## src/rtl/msg_uart_rx_pkg.sv

```systemverilog
// Shared definitions for the message-link receiver: FSM state encodings and
// default frame constants (also used by the CPU-side transmitter).
package msg_uart_rx_pkg;

  typedef enum logic [1:0] {
    RX_IDLE  = 2'd0,
    RX_START = 2'd1,
    RX_DATA  = 2'd2,
    RX_STOP  = 2'd3
  } rx_state_t;

  localparam int DEF_CLKS_PER_BIT = 16;
  localparam int DEF_DEPTH        = 8;
  localparam int DEF_DATA_W       = 8;

endpackage

```

## src/rtl/msg_uart_rx_fifo.sv

```systemverilog
// First-word fall-through receive FIFO. rd_data is a register so that it
// reads 0 after reset and keeps the last popped value once the FIFO drains.
// A push into a full FIFO is accepted only when a pop happens in the same
// cycle; otherwise the byte is dropped and a one-cycle drop pulse is raised.
module msg_uart_rx_fifo
  import msg_uart_rx_pkg::*;
#(
  parameter int DEPTH  = DEF_DEPTH,
  parameter int DATA_W = DEF_DATA_W,
  localparam int AW    = $clog2(DEPTH),
  localparam int CW    = AW + 1
) (
  input  logic              clk,
  input  logic              rst,
  input  logic              push,
  input  logic [DATA_W-1:0] push_data,
  input  logic              rd_en,
  output logic [DATA_W-1:0] rd_data,
  output logic              empty,
  output logic              full,
  output logic [CW-1:0]     count,
  output logic              drop
);

  logic [DATA_W-1:0] mem [DEPTH];
  logic [AW-1:0]     wr_ptr;
  logic [AW-1:0]     rd_ptr;
  logic [AW-1:0]     rd_ptr_nxt;
  logic              pop;
  logic              push_ok;

  assign empty      = (count == '0);
  assign full       = (count == CW'(DEPTH));
  assign pop        = rd_en && !empty;
  assign push_ok    = push && (!full || pop);
  assign drop       = push && !push_ok;
  assign rd_ptr_nxt = rd_ptr + AW'(1);

  // Storage array; no reset needed since rd_data gates visibility.
  always_ff @(posedge clk) begin
    if (push_ok) mem[wr_ptr] <= push_data;
  end

  // Pointers, occupancy and the registered head word.
  always_ff @(posedge clk) begin
    if (rst) begin
      wr_ptr  <= '0;
      rd_ptr  <= '0;
      count   <= '0;
      rd_data <= '0;
    end else begin
      if (push_ok) wr_ptr <= wr_ptr + AW'(1);
      if (pop)     rd_ptr <= rd_ptr_nxt;

      if (push_ok && !pop)      count <= count + CW'(1);
      else if (pop && !push_ok) count <= count - CW'(1);

      if (pop) begin
        if (count > CW'(1)) rd_data <= mem[rd_ptr_nxt];
        else if (push_ok)   rd_data <= push_data;
      end else if (empty && push_ok) begin
        rd_data <= push_data;
      end
    end
  end

endmodule

```

## src/rtl/msg_uart_rx.sv

```systemverilog
// 8N1 serial receiver for the CPU's outgoing message link. Received bytes
// are queued in a FWFT FIFO; framing errors and overruns are sticky.
//
//  state    | meaning
//  ---------+---------------------------------------------------------
//  RX_IDLE  | line idle, waiting for a falling edge (start bit)
//  RX_START | half-bit wait, then confirm start bit (reject glitches)
//  RX_DATA  | sample DATA_W bits one bit-time apart, LSB first
//  RX_STOP  | sample stop bit: high pushes the byte, low flags frame_err
module msg_uart_rx
  import msg_uart_rx_pkg::*;
#(
  parameter int CLKS_PER_BIT = DEF_CLKS_PER_BIT,
  parameter int DEPTH        = DEF_DEPTH,
  parameter int DATA_W       = DEF_DATA_W,
  localparam int CW          = $clog2(DEPTH) + 1
) (
  input  logic              clk,
  input  logic              rst,
  input  logic              rx_i,
  input  logic              rd_en,
  output logic [DATA_W-1:0] rd_data,
  output logic              empty,
  output logic              full,
  output logic [CW-1:0]     count,
  input  logic              err_clr,
  output logic              frame_err,
  output logic              overrun
);

  localparam int BW  = $clog2(CLKS_PER_BIT);
  localparam int BCW = $clog2(DATA_W);

  logic              sync1, sync2;
  logic              line_prev;
  logic [1:0]        rdy;
  logic              fall;
  rx_state_t         state;
  logic [BW-1:0]     baud_cnt;
  logic [BCW-1:0]    bit_cnt;
  logic [DATA_W-1:0] shreg;
  logic              push_q;
  logic              drop;

  // line_prev is held low until the synchroniser carries real line data, so
  // a line that is already low at reset release cannot look like a start bit.
  assign fall = line_prev && !sync2;

  // Two-flop synchroniser plus edge-detect history.
  always_ff @(posedge clk) begin
    if (rst) begin
      sync1     <= 1'b1;
      sync2     <= 1'b1;
      rdy       <= 2'b00;
      line_prev <= 1'b0;
    end else begin
      sync1     <= rx_i;
      sync2     <= sync1;
      rdy       <= {rdy[0], 1'b1};
      line_prev <= sync2 && rdy[1];
    end
  end

  // Receive FSM with down-counting baud timer, bit counter and frame_err.
  always_ff @(posedge clk) begin
    if (rst) begin
      state     <= RX_IDLE;
      baud_cnt  <= '0;
      bit_cnt   <= '0;
      shreg     <= '0;
      push_q    <= 1'b0;
      frame_err <= 1'b0;
    end else begin
      push_q <= 1'b0;
      if (err_clr) frame_err <= 1'b0;
      case (state)
        RX_IDLE: begin
          if (fall) begin
            state    <= RX_START;
            baud_cnt <= BW'(CLKS_PER_BIT / 2 - 1);
            bit_cnt  <= '0;
          end
        end
        RX_START: begin
          if (baud_cnt == '0) begin
            baud_cnt <= BW'(CLKS_PER_BIT - 1);
            state    <= sync2 ? RX_IDLE : RX_DATA;
          end else begin
            baud_cnt <= baud_cnt - BW'(1);
          end
        end
        RX_DATA: begin
          if (baud_cnt == '0) begin
            baud_cnt <= BW'(CLKS_PER_BIT - 1);
            shreg    <= {sync2, shreg[DATA_W-1:1]};
            bit_cnt  <= bit_cnt + BCW'(1);
            if (bit_cnt == BCW'(DATA_W - 1)) state <= RX_STOP;
          end else begin
            baud_cnt <= baud_cnt - BW'(1);
          end
        end
        RX_STOP: begin
          if (baud_cnt == '0) begin
            state <= RX_IDLE;
            if (sync2) push_q    <= 1'b1;
            else       frame_err <= 1'b1;
          end else begin
            baud_cnt <= baud_cnt - BW'(1);
          end
        end
        default: state <= RX_IDLE;
      endcase
    end
  end

  // Sticky overrun; a drop in the same cycle as err_clr keeps it set.
  always_ff @(posedge clk) begin
    if (rst)          overrun <= 1'b0;
    else if (drop)    overrun <= 1'b1;
    else if (err_clr) overrun <= 1'b0;
  end

  // shreg is stable for many cycles after STOP, so it feeds the push directly.
  msg_uart_rx_fifo #(
    .DEPTH  (DEPTH),
    .DATA_W (DATA_W)
  ) u_fifo (
    .clk       (clk),
    .rst       (rst),
    .push      (push_q),
    .push_data (shreg),
    .rd_en     (rd_en),
    .rd_data   (rd_data),
    .empty     (empty),
    .full      (full),
    .count     (count),
    .drop      (drop)
  );

endmodule

```

## config.mk

```make
export PLATFORM = sky130hd
export DESIGN_NAME = msg_uart_rx
export DESIGN_NICKNAME = d
export VERILOG_FILES = /design/src/rtl/msg_uart_rx_pkg.sv /design/src/rtl/msg_uart_rx_fifo.sv /design/src/rtl/msg_uart_rx.sv
export SDC_FILE = /design/constraint.sdc
export NUM_CORES = 1
export LEC_CHECK = 0
export ABC_AREA = 1
export ABC_CLOCK_PERIOD_IN_PS = 5200
export BUFFER_PORTS_ARGS = -buffer_cell sky130_fd_sc_hd__buf_4
export CAP_MARGIN = 10
export CORE_ASPECT_RATIO = 1.75
export CORE_MARGIN = 10
export CORE_UTILIZATION = 45
export DETAILED_ROUTE_END_ITERATION = 7
export MAX_ROUTING_LAYER = met4
export PLACE_DENSITY_LB_ADDON = 0.15
export SYNTH_ARGS = -nofsm -noshare
export SYNTH_HDL_FRONTEND = slang
export SYNTH_SLANG_ARGS = --single-unit
```

## constraint.sdc

```tcl
create_clock -name clk -period 5.2 [get_ports clk]
set_clock_uncertainty 0.1 [all_clocks]
set_input_delay 0.52 -clock clk [delete_from_list [all_inputs] [get_ports clk]]
set_output_delay 0.52 -clock clk [all_outputs]
set_load 0.005 [all_outputs]
```

==> results.json <==
{
  "required_ns": 5.33,
  "antenna_found_initial": 0,
  "cts-hold-fix-buffers": 0,
  "r2r_cells": 7,
  "die_area_mm2": 0.0155,
  "ys_seq_area_share_pct": 57.3,
  "yosysUniqueCellTypes": 31,
  "rows": 50,
  "cts_max_level": 3,
  "swShare_pct": 37.0,
  "wl_per_cell_um": 16.6,
  "avgSynthCellArea_um2": 8.94,
  "synthMuxAreaShare_pct": 0,
  "synth-xor-area-share_pct": 0.541,
  "critPathLaunchType": "register",
  "finalSetupViolCount": 0,
  "rsz0062_at_grt": "no",
  "grt-ovfl-total": 0,
  "post-route-period-util_pct": 53.5,
  "clkTransAtPathRegs_ns": 0.07,
  "setup.worst_path.end_class": "register",
  "grt_busiest_layer": "met2",
  "yosys_warnings": 0,
  "portBuffers": 20,
  "placed_cell_area_mm2": 0.00507,
  "grt_pass1_vias": 3639,
  "period_minus_slack_ns": 2.78,
  "cts_sinks": 107,
  "grt_pass1_wl_mm": 18.2,
  "drv_cap": 0,
  "timing.fmax_ghz": 0.360,
  "crit_type": "reg -> reg",
  "fin_setup_tns_ns": 0,
  "r2r_start": "u_fifo.rd_ptr[0]$_SDFFE_PP0N_",
  "via_per_inst": 5.19,
  "synth_compound_area_share_pct": 6.26,
  "use_met2_pct": 27.5,
  "seq_area_mm2": 0.00278,
  "holdPathStages": 2,
  "final_area_mm2": 0.00542,
  "synth_fa_ha_area_share_pct": 3.61,
  "hp-class": "in -> reg",
  "hpwl_mm": 8.33,
  "ys_ff_latch": 107,
  "synthToLayoutAreaGrowth_pct": 11.5,
  "clk_path_buf_depth": 2,
  "intPower_mw": 1.81,
  "use_met3_pct": 2.46,
  "p_seq_share_pct": 36.1,
  "drive_gt1_share_pct": 10.1,
  "drtPass1Iterations": 4,
  "switchingPower_mw": 1.06,
  "via_count": 3594,
  "synth_nets": 562,
  "clk_latency_ns": 0.34,
  "relSlewSlack_pct": 48.5,
  "fp.dieH_um": 157,
  "gp_congestion": 0.908,
  "die_x_um": 98.5,
  "diodes": 0,
  "min_from": "rx_i",
  "synthCells": 543,
  "finalMaxSlewViolations": 0,
  "ir_drop_mv": 0.348,
  "multiInputGateArea_mm2": 0.00165,
  "reg2reg_to": "u_fifo.rd_data[4]$_SDFFE_PP0P_",
  "arrival_ns": 2.91,
  "start_util_pct": 45.7,
  "numCtsBuffers": 9,
  "cts_tree": "yes",
  "pwr-share-comb_pct": 37.7,
  "worst_slew_pin_slew_ns": 0.767,
  "synth_top_family_by_area": "simple AND/OR/NAND/NOR gates",
  "path_max_fanout": 34,
  "post_cts_resized": 0,
  "hold_viol": 0,
  "detail-route-antenna-nets": 0,
  "hold_path_end": "sync1$_SDFF_PP1_",
  "post-cts-setup-buffers": 0,
  "io-pin-count": 21,
  "pwr_density_cell_mw_per_mm2": 531,
  "p_clk_share_pct": 26.2,
  "drcViolationCount": 0,
  "drt_iter0_drc": 164,
  "netlist_area_mm2": 0.00486,
  "grt_max_degree": 35,
  "clockRootBuffer": "clkbuf_16",
  "status": "completed",
  "synthSimpleGateAreaFrac_pct": 23.7,
  "totalWireLength_mm": 11.5,
  "grt_usage_pct": 15.3,
  "leakage_nw": 2.34,
  "nNetsFinal": 576,
  "fillers": 1031,
  "r2r_setup_slack_ns": 2.42,
  "core_area_mm2": 0.0106,
  "grt_use_met1_pct": 14.7
}
per-layer routing:
layer,routed length (um),part of all wire [%],vias to the layer above
li1,-,-,1786
met1,4460,39,1719
met2,6170,54,58
met3,205,1.8,31
met4,648,5.6,0
met5,0,0,-
synthesized netlist by cell type (all sizes together):
library cell | number | area share, %
xnor2 | 2 | 0.36
o21ai | 14 | 1.5
nand4 | 2 | 0.26
or2 | 6 | 0.77
nand3b | 1 | 0.15
a21oi | 31 | 3.2
xor2 | 1 | 0.18
buf | 13 | 1.8
inv | 82 | 6.3
o21bai | 8 | 1.3
edfxtp | 64 | 40
clkinv | 1 | 0.077
nand2 | 147 | 12
ha | 14 | 3.6
nor3 | 4 | 0.41
nor2 | 31 | 2.6
clkbuf | 5 | 0.39
a21boi | 1 | 0.23
dfxtp | 43 | 18
nand3 | 73 | 7.8
area by class of cell:
type                    instances  area share, %
flip-flops and latches        107           51.4
multi-input cells             335           30.5
inverters                      83           5.75
clock buffers                  12           5.34
well taps                     130           3.00
repair buffers                 21           2.91
clock inverters                 4           1.09
registers in the layout, summed over array words and instances, names as in the netlist, named ones only:
| signal | count |
|---|---|
| u_fifo.wr_ptr | 3 |
| shreg | 8 |
| baud_cnt | 4 |
| bit_cnt | 3 |
| push_q | 1 |
| state | 1 |
| u_fifo.rd_ptr | 3 |
| frame_err | 1 |
| line_prev | 1 |
| u_fifo.rd_data | 8 |
| u_fifo.mem | 64 |
| sync2 | 1 |
| sync1 | 1 |
| rdy | 2 |
| u_fifo.count | 4 |
| overrun | 1 |
metrics by stage:
step                instances  worst slack (ns)  hold slack, ns  power [mW]  utilization, %
finish                    692              2.42           0.264        2.88            50.9
global route              692              2.31           0.254        3.06            50.9
CTS                       692              2.44           0.254        2.90            50.9
detailed placement        676              2.46           0.300        2.14            47.7
global placement          676              2.46           0.293        2.13            47.7
floorplan                 543              2.89           0.288        1.84               -
worst max-delay path, cell delays in order, from the launching register on:
cell      delay (ns)
dfxtp_1         0.30
buf_4           0.24
ha_1            0.71
clkinv_1        0.61
nand2_1         0.24
nand3_1         0.20
nand3_1         0.18
a21oi_1         0.08
worst max-delay path by stage:
stage	startpoint	end	slack, ns	cells past startpoint
6_report	u_fifo.rd_ptr[0]$_SDFFE_PP0N_	u_fifo.rd_data[4]$_SDFFE_PP0P_	2.42	7
5_1_grt	u_fifo.rd_ptr[0]$_SDFFE_PP0N_	u_fifo.rd_data[5]$_SDFFE_PP0P_	2.31	7
4_1_cts	u_fifo.rd_ptr[0]$_SDFFE_PP0N_	u_fifo.rd_data[5]$_SDFFE_PP0P_	2.44	7
3_5_place_dp	u_fifo.rd_ptr[0]$_SDFFE_PP0N_	u_fifo.rd_data[5]$_SDFFE_PP0P_	2.46	7
3_3_place_gp	u_fifo.rd_ptr[0]$_SDFFE_PP0N_	u_fifo.rd_data[4]$_SDFFE_PP0P_	2.46	7
2_1_floorplan	u_fifo.count[1]$_SDFFE_PP0P_	u_fifo.count[3]$_SDFFE_PP0P_	2.89	13
layout by cell type (no fill, tap or decap), types with 2 or more instances in the layout:
cell type | synthesis | layout
o21bai_1 | 7 | 7
a21oi_1 | 31 | 31
ha_1 | 14 | 14
nand4_1 | 2 | 2
inv_2 | 3 | 3
dfxtp_1 | 43 | 43
o21ai_0 | 13 | 13
nand3_1 | 72 | 72
nor2_1 | 28 | 28
inv_1 | 79 | 79
or2_2 | 5 | 5
nor3_1 | 4 | 4
clkbuf_16 | 0 | 11
nand2_2 | 4 | 4
buf_4 | 3 | 21
edfxtp_1 | 64 | 64
nand2_1 | 142 | 142
xnor2_1 | 2 | 2
nor2_2 | 3 | 3
power by group through the flow:
stage / Clock (mW) / Combinational [mW] / Sequential, mW
floorplan: 0 / 0.792 / 1.05
global placement: 0 / 1.08 / 1.05
detailed placement: 0 / 1.09 / 1.06
CTS: 0.767 / 1.09 / 1.04
global route: 0.797 / 1.22 / 1.05
finish: 0.755 / 1.08 / 1.04
logic make-up (layout without fill, tap and decap cells):
family / Yosys count / after routing
AO/OA/AOI/OAI: 54 / 54
XOR/XNOR: 3 / 3
adder cells (fa/ha/maj): 14 / 14
buffers and inverters: 101 / 120
flip-flops: 107 / 107
AND/OR/NAND/NOR: 264 / 264
No activity file was read; power rests on OpenSTA's default activity.
